File: config.mk
export PLATFORM = sky130hd
export DESIGN_NAME = ttl74x_down_counter_flat
export DESIGN_NICKNAME = d
export VERILOG_FILES = /design/src/rtl/ttl74x_pkg.sv /design/src/rtl/ttl74x_down_counter_if.sv /design/src/rtl/ttl74x_preset_reg.sv /design/src/rtl/ttl74x_down_counter.sv /design/src/flat_wrapper.sv
export SDC_FILE = /design/constraint.sdc
export NUM_CORES = 1
export LEC_CHECK = 0
export BUFFER_PORTS_ARGS = -buffer_cell sky130_fd_sc_hd__buf_2
export CAP_MARGIN = 5
export CORE_AREA = 2 2 41 62
export CTS_BUF_LIST = sky130_fd_sc_hd__clkbuf_2 sky130_fd_sc_hd__clkbuf_4 sky130_fd_sc_hd__clkbuf_8
export DETAILED_ROUTE_END_ITERATION = 7
export DIE_AREA = 0 0 43 64
export GPL_TIMING_DRIVEN = 0
export PLACE_DENSITY_LB_ADDON = 0.15
export SLEW_MARGIN = 20
export SYNTH_ARGS = -nofsm -noshare
export SYNTH_HDL_FRONTEND = slang
export SYNTH_SLANG_ARGS = --single-unit
File: constraint.sdc
create_clock -name CLK -period 1.8 [get_ports CLK]
set_input_delay 0.18 -clock CLK [delete_from_list [all_inputs] [get_ports CLK]]
set_output_delay 0.18 -clock CLK [all_outputs]
set_load 0.01 [all_outputs]
File: src/rtl/ttl74x_pkg.sv
// Package: ttl74x_pkg
// Definitions shared by the TTL74x461 up counter and its down-counting counterpart.
// Contents: the 2-bit instruction codes and the helper function is_zero().
package ttl74x_pkg;

   localparam int unsigned INSTR_W   = 2;
   localparam int unsigned MAX_WIDTH = 64;

   localparam logic [INSTR_W-1:0] INSTR_CLEAR = 2'b00;
   localparam logic [INSTR_W-1:0] INSTR_LOAD  = 2'b01;
   localparam logic [INSTR_W-1:0] INSTR_HOLD  = 2'b10;
   localparam logic [INSTR_W-1:0] INSTR_COUNT = 2'b11;

   // Callers zero-extend their count to MAX_WIDTH, so one function serves every stage width.
   function automatic logic is_zero(input logic [MAX_WIDTH-1:0] value);
      return (value == '0);
   endfunction

endpackage

File: src/rtl/ttl74x_down_counter_if.sv
// Interface: ttl74x_down_counter_if
// Groups the instruction/data inputs and the count/borrow outputs of one counter stage.
//   I     instruction (00 clear, 01 load, 10 hold, 11 count down)
//   D     parallel load data
//   BI_n  borrow in, active low
//   OE_n  output enable, active low
//   Q     gated count
//   BO_n  borrow out, active low, combinational lookahead
//   TC    registered one-cycle terminal-count pulse
// Modports: master drives the controls, slave is the counter stage.
interface ttl74x_down_counter_if #(
   parameter int unsigned WIDTH = 8
);
   import ttl74x_pkg::*;

   logic [INSTR_W-1:0] I;
   logic [WIDTH-1:0]   D;
   logic               BI_n;
   logic               OE_n;
   logic [WIDTH-1:0]   Q;
   logic               BO_n;
   logic               TC;

   modport master (output I, D, BI_n, OE_n, input Q, BO_n, TC);
   modport slave  (input I, D, BI_n, OE_n, output Q, BO_n, TC);

endinterface

File: src/rtl/ttl74x_preset_reg.sv
// Module: ttl74x_preset_reg
// Holds the reload value used when the down counter wraps in auto-reload builds.
// Built only when TTL74X_DOWN_COUNTER_AUTO_RELOAD_EN is defined.
//   clk       clock
//   rst_n     asynchronous active-low reset
//   load_en_i capture d_i on the next rising edge
//   d_i       value to capture
//   preset_o  stored preset
`ifdef TTL74X_DOWN_COUNTER_AUTO_RELOAD_EN
module ttl74x_preset_reg #(
   parameter int unsigned WIDTH = 8
) (
   input  logic             clk,
   input  logic             rst_n,
   input  logic             load_en_i,
   input  logic [WIDTH-1:0] d_i,
   output logic [WIDTH-1:0] preset_o
);

   logic [WIDTH-1:0] preset_q;

   always_ff @(posedge clk or negedge rst_n) begin
      if (!rst_n) begin
         preset_q <= '0;
      end else if (load_en_i) begin
         preset_q <= d_i;
      end
   end

   assign preset_o = preset_q;

endmodule
`endif

File: src/rtl/ttl74x_down_counter.sv
// Module: ttl74x_down_counter
// Presettable down counter with borrow-in/borrow-out for cascading, matching the 461 family
// instruction set. Configuration macro: TTL74X_DOWN_COUNTER_AUTO_RELOAD_EN (the wrap from 0
// reloads the last loaded value instead of all-ones).
//   CLK    rising-edge clock
//   CLR_n  asynchronous active-low clear
//   bus    slave side of ttl74x_down_counter_if (I, D, BI_n, OE_n in; Q, BO_n, TC out)
module ttl74x_down_counter
   import ttl74x_pkg::*;
#(
   parameter int unsigned WIDTH = 8
) (
   input  logic                  CLK,
   input  logic                  CLR_n,
   ttl74x_down_counter_if.slave  bus
);

   logic [WIDTH-1:0] count_q, count_d;
   logic             tc_q, tc_d;
   logic             count_zero;
   logic             dec_en;
   logic [WIDTH-1:0] wrap_val;

   assign count_zero = is_zero(MAX_WIDTH'(count_q));
   assign dec_en     = (bus.I == INSTR_COUNT) && !bus.BI_n;

`ifdef TTL74X_DOWN_COUNTER_AUTO_RELOAD_EN
   // Preset tracks every parallel load so the wrap reloads the last D.
   ttl74x_preset_reg #(
      .WIDTH (WIDTH)
   ) u_preset_reg (
      .clk       (CLK),
      .rst_n     (CLR_n),
      .load_en_i (bus.I == INSTR_LOAD),
      .d_i       (bus.D),
      .preset_o  (wrap_val)
   );
`else
   assign wrap_val = '1;
`endif

   // Instruction decode for the next count.
   always_comb begin
      count_d = count_q;
      case (bus.I)
         INSTR_CLEAR: count_d = '0;
         INSTR_LOAD:  count_d = bus.D;
         INSTR_HOLD:  count_d = count_q;
         INSTR_COUNT: begin
            if (!bus.BI_n) begin
               count_d = count_zero ? wrap_val : (count_q - WIDTH'(1));
            end
         end
         default:     count_d = count_q;
      endcase
   end

   // TC marks the cycle after a decrement out of zero.
   assign tc_d = dec_en && count_zero;

   always_ff @(posedge CLK or negedge CLR_n) begin
      if (!CLR_n) begin
         count_q <= '0;
         tc_q    <= 1'b0;
      end else begin
         count_q <= count_d;
         tc_q    <= tc_d;
      end
   end

   // Borrow lookahead lets the next stage decrement on the same edge.
   assign bus.BO_n = !(dec_en && count_zero);
   assign bus.Q    = bus.OE_n ? '0 : count_q;
   assign bus.TC   = tc_q;

endmodule

File: src/flat_wrapper.sv
// flat-port wrapper written by rule: the top's interface ports become plain ports
module ttl74x_down_counter_flat import ttl74x_pkg::*;
#(
   parameter int unsigned WIDTH = 8
)
  (CLK, CLR_n, bus_I, bus_D, bus_BI_n, bus_OE_n, bus_Q, bus_BO_n, bus_TC);
  ttl74x_down_counter_if #(.WIDTH(WIDTH)) bus_i ();
  input  logic CLK;
  input  logic CLR_n;
  input wire logic [$bits(bus_i.I)-1:0] bus_I;
  input wire logic [$bits(bus_i.D)-1:0] bus_D;
  input wire logic [$bits(bus_i.BI_n)-1:0] bus_BI_n;
  input wire logic [$bits(bus_i.OE_n)-1:0] bus_OE_n;
  output wire logic [$bits(bus_i.Q)-1:0] bus_Q;
  output wire logic [$bits(bus_i.BO_n)-1:0] bus_BO_n;
  output wire logic [$bits(bus_i.TC)-1:0] bus_TC;
  assign bus_i.I = bus_I;
  assign bus_i.D = bus_D;
  assign bus_i.BI_n = bus_BI_n;
  assign bus_i.OE_n = bus_OE_n;
  assign bus_Q = bus_i.Q;
  assign bus_BO_n = bus_i.BO_n;
  assign bus_TC = bus_i.TC;
  ttl74x_down_counter #(.WIDTH(WIDTH)) u_core (.CLK(CLK), .CLR_n(CLR_n), .bus(bus_i));
endmodule
-- Yosys cells after proc, flatten, opt, wreduce, memory -nomap -nowiden
Index checks and enable logic that the tools add are counted.
- register bits: 9
- output and inout port bits: 10
- $add $sub $neg: 1
- equal/unequal tests: 4
- mux-type cells: 4
- bitwise logic cells: 1
- reduce and logical (&&, ||, !) cells: 7
- operators by type and width (operator ; number):
    $mux 8 ; 3
    $pmux 8 s3 ; 1
    $logic_not 8->1 ; 1
    $sub 8x1->8 const B ; 1
    $eq 2x2->1 const B ; 2
    $eq 2x1->1 const B ; 1
    $logic_and 1x1->1 ; 2
    $logic_not 1->1 ; 2
    $logic_not 2->1 ; 1
    $ne 2x2->1 const B ; 1
    $reduce_and 2->1 ; 1
    $not 1->1 ; 1

-- Logic depth before layout (Yosys ltp)
- word-level depth: 4
- gate-level depth with buffers: 5
- mapped depth without buffers: 5

-- Least setup slack after synthesis
OpenSTA, ideal clock, no wires.
- path type: register to output
- start: reg u_core.count_q[3]
- end: out bus_BO_n
- arrival time: 1198 ps
- required time: 1620 ps
- slack: 422 ps
- stages on the path, launching flop included: 5
- cell sequence: dfrtp_1 buf_6 nor4_4 nand3_2 or2_1
- word-level cells in the longest chain between the ends: 3
- RTL lines (item ; line ; source):
    start: declaration ; ttl74x_down_counter.sv:18 ; logic [WIDTH-1:0] count_q, count_d;
    start signal: assignment ; ttl74x_down_counter.sv:66 ; count_q <= count_d;
    $logic_not 8->1 ; ttl74x_pkg.sv:16 ; return (value == '0);
    $logic_and 1x1->1 ; ttl74x_down_counter.sv:72 ; assign bus.BO_n = !(dec_en && count_zero);
    $logic_not 1->1 ; ttl74x_down_counter.sv:72 ;
    end: declaration ; flat_wrapper.sv:15 ; output wire logic [$bits(bus_i.BO_n)-1:0] bus_BO_n;
No other way between the ends.

-- Worst setup path in the final report
- start: reg u_core.count_q[4]
- end: out bus_BO_n
The elaborated chain is that of the path after synthesis.

==> impl_metrics.toml <==
[setup_path]
crit_required_ns = 1.62
cp-start-kind = "flip-flop"
rrSetupSlack_ns = 0.30
critPathArrivalTime_ns = 1.56
worstReg2RegEnd = "u_core.count_q[2]"
endpoint_kind = "output pin"
cp_max_fo = 6
crit_type = "flip-flop to output pin"
rr_worst_depth = 5
reg2reg_from = "u_core.count_q[4]"

[placement]
gp_congestion = 0.753
dp.final_hpwl_microns = 1350
port_buffers = 23

[global_routing]
antenna_found_initial = 0
grt_pass1_wl_microns = 2990
grt_use_total_pct = 14.7
grt_overflow = 0
grt_max_degree = 11
grt_pass1_vias = 627

[drt]
drc_errors = 0
viasPerCell = 5.21
via_count = 656
drtIter0Drc = 16
firstDrtPassIters = 3
wl_microns = 1840
wire_per_inst_microns = 14.6
ant_nets = 0

[min_path]
hp-start = "bus_D[2]"
min_path_type = "input pin to flip-flop"
hold_depth = 3
min_to = "u_core.count_q[2]"

[timing]
slew_viol_final = 0
period_share_pct = 96.7
hold_viol = 0
fmax_mhz = 575
rsz0062_at_grt = "no"
fin_crit_ns = 1.74
relSlewSlack_pct = 60.3
setup_violations = 0
worst-slew-pin-transition_ns = 0.591
finalClockSkew_ns = 0.00576
setup_tns_ns = 0

[synthesis]
synth.cell_area_sq_um = 642
synth_seq_cells = 9
yosys_warnings = 0
async_flop_share_pct = 100
synth_cells = 73
synth_cell_types = 30
synth_edf_count = 0
synth_ff_type = "dfrtp_1"
synth-seq-area-share_pct = 35.1
synth_fp_nets = 89
syn_avg_cell_area_sq_um = 8.79

[floorplanning]
dieHeight_microns = 64
core_area_sq_um = 2210
die-width_microns = 43
start_util_pct = 29.1
fp-row-count = 21
ios = 24
die_area_sq_um = 2750

[finish]
mostFrequentLayoutCells = "buf_2, nand2_1, dfrtp_1"
final_common_cell = "buf_2"
area_growth_pct = 31.0
fin_util_pct = 38.1
drive_gt1_share_pct = 32.0
multi_input_area_sq_um = 387
seqCellArea_sq_um = 225
fin_nets = 120
nFillCells = 263
diodes = 0

[clock_network]
cts_root_buffer = "clkbuf_4"
clkTransAtPathRegs_ns = 0.07
clk_latency_ns = 0.28
cts_sinks = 9
htreeDepth = 1
numCtsBuffers = 3
cts_tree = "built"
post_cts_resized = 0
cts_buffer_depth = 2

[flow_run]
drv_cap = 0

[pwr]
vdd_drop_max_uv = 409
power_density_nw_per_um2 = 785
power_leakage_nw = 0.410

[outcome]
status = "complete, no violations"
worst max-delay path: stages (launching register included):
cell and delay, ns:
dfrtp_1 0.46, nor4_4 0.35, nand3_2 0.11, or2_1 0.23
buf_2 0.14
layer usage:
layer / up-vias / GRT usage [%] / share of wire (%)
met5: - / 0 / 0
met4: 0 / 9.09 / 2.7
met3: 5 / 2.82 / 5.7
met2: 20 / 24.2 / 47
met1: 294 / 17.0 / 44
li1: 337 / - / -
metrics by stage:
step	cell area [sq um]	cells	worst slack [ns]	power (mW)	hold slack, ns
6_report	841	126	0.0603	0.660	0.110
5_1_grt	841	126	0.00547	0.696	0.125
4_1_cts	833	125	0.0148	0.654	0.111
3_5_place_dp	786	119	0.176	0.466	0.0558
3_3_place_gp	786	119	0.206	0.463	0.0562
2_1_floorplan	642	73	0.422	0.394	-0.116
cell type report:
type / count / area share [%]
tap: 23 / 3.42
inverter: 4 / 1.79
clock buffer: 4 / 3.57
buffer: 2 / 1.79
sequential: 9 / 26.8
multi-input combinational: 58 / 46.0
timing repair buffer: 26 / 16.7
kinds of logic (layout without fill, tap and decap cells):
group | Yosys count | in the layout | share of synthesized area, %
buffers and inverters | 6 | 36 | 4.68
AO/OA/AOI/OAI | 27 | 27 | 31.2
flip-flops | 9 | 9 | 35.1
AND/OR/NAND/NOR | 29 | 29 | 25.1
adder cells (fa/ha/maj) | 2 | 2 | 3.90
power breakdown:
part           internal [mW]  total, mW  switching [mW]
logic                  0.103      0.221           0.118
clock network          0.101      0.186          0.0845
registers              0.224      0.254          0.0294
timing repair:
item,4_1_cts,5_1_grt
endpoints found under the setup margin,1,1
hold endpoints to repair,9,0
setup buffers,1,1
pin swaps,1,1
hold buffers,1,0
Yosys cell counts, drive strengths merged, types with 2 or more instances:
| master | count | area share (%) |
|---|---|---|
| dfrtp | 9 | 35 |
| nor2b | 6 | 5.8 |
| nand2 | 9 | 5.3 |
| nor3 | 2 | 1.6 |
| a22o | 3 | 4.1 |
| inv | 4 | 2.3 |
| nor2 | 6 | 3.5 |
| ha | 2 | 3.9 |
| o21ai | 6 | 4.7 |
| a21oi | 3 | 2.3 |
| a32oi | 5 | 6.8 |
state kept, by name, summed over array words and instances (netlist names):
signal / flops
u_core.bus.TC: 1
u_core.count_q: 8
how the worst max path moves through the flow:
stage                            startpoint  endpoint  slack (ns)  cells past startpoint
after floorplan           u_core.count_q[3]  bus_BO_n        0.42                      4
after global placement    u_core.count_q[4]  bus_BO_n        0.21                      4
after detailed placement  u_core.count_q[3]  bus_BO_n        0.18                      5
after CTS                 u_core.count_q[3]  bus_BO_n        0.01                      5
after global routing      u_core.count_q[4]  bus_BO_n       0.005                      4
final                     u_core.count_q[4]  bus_BO_n        0.06                      4
Note: power is estimated with default switching activity, not from simulation.
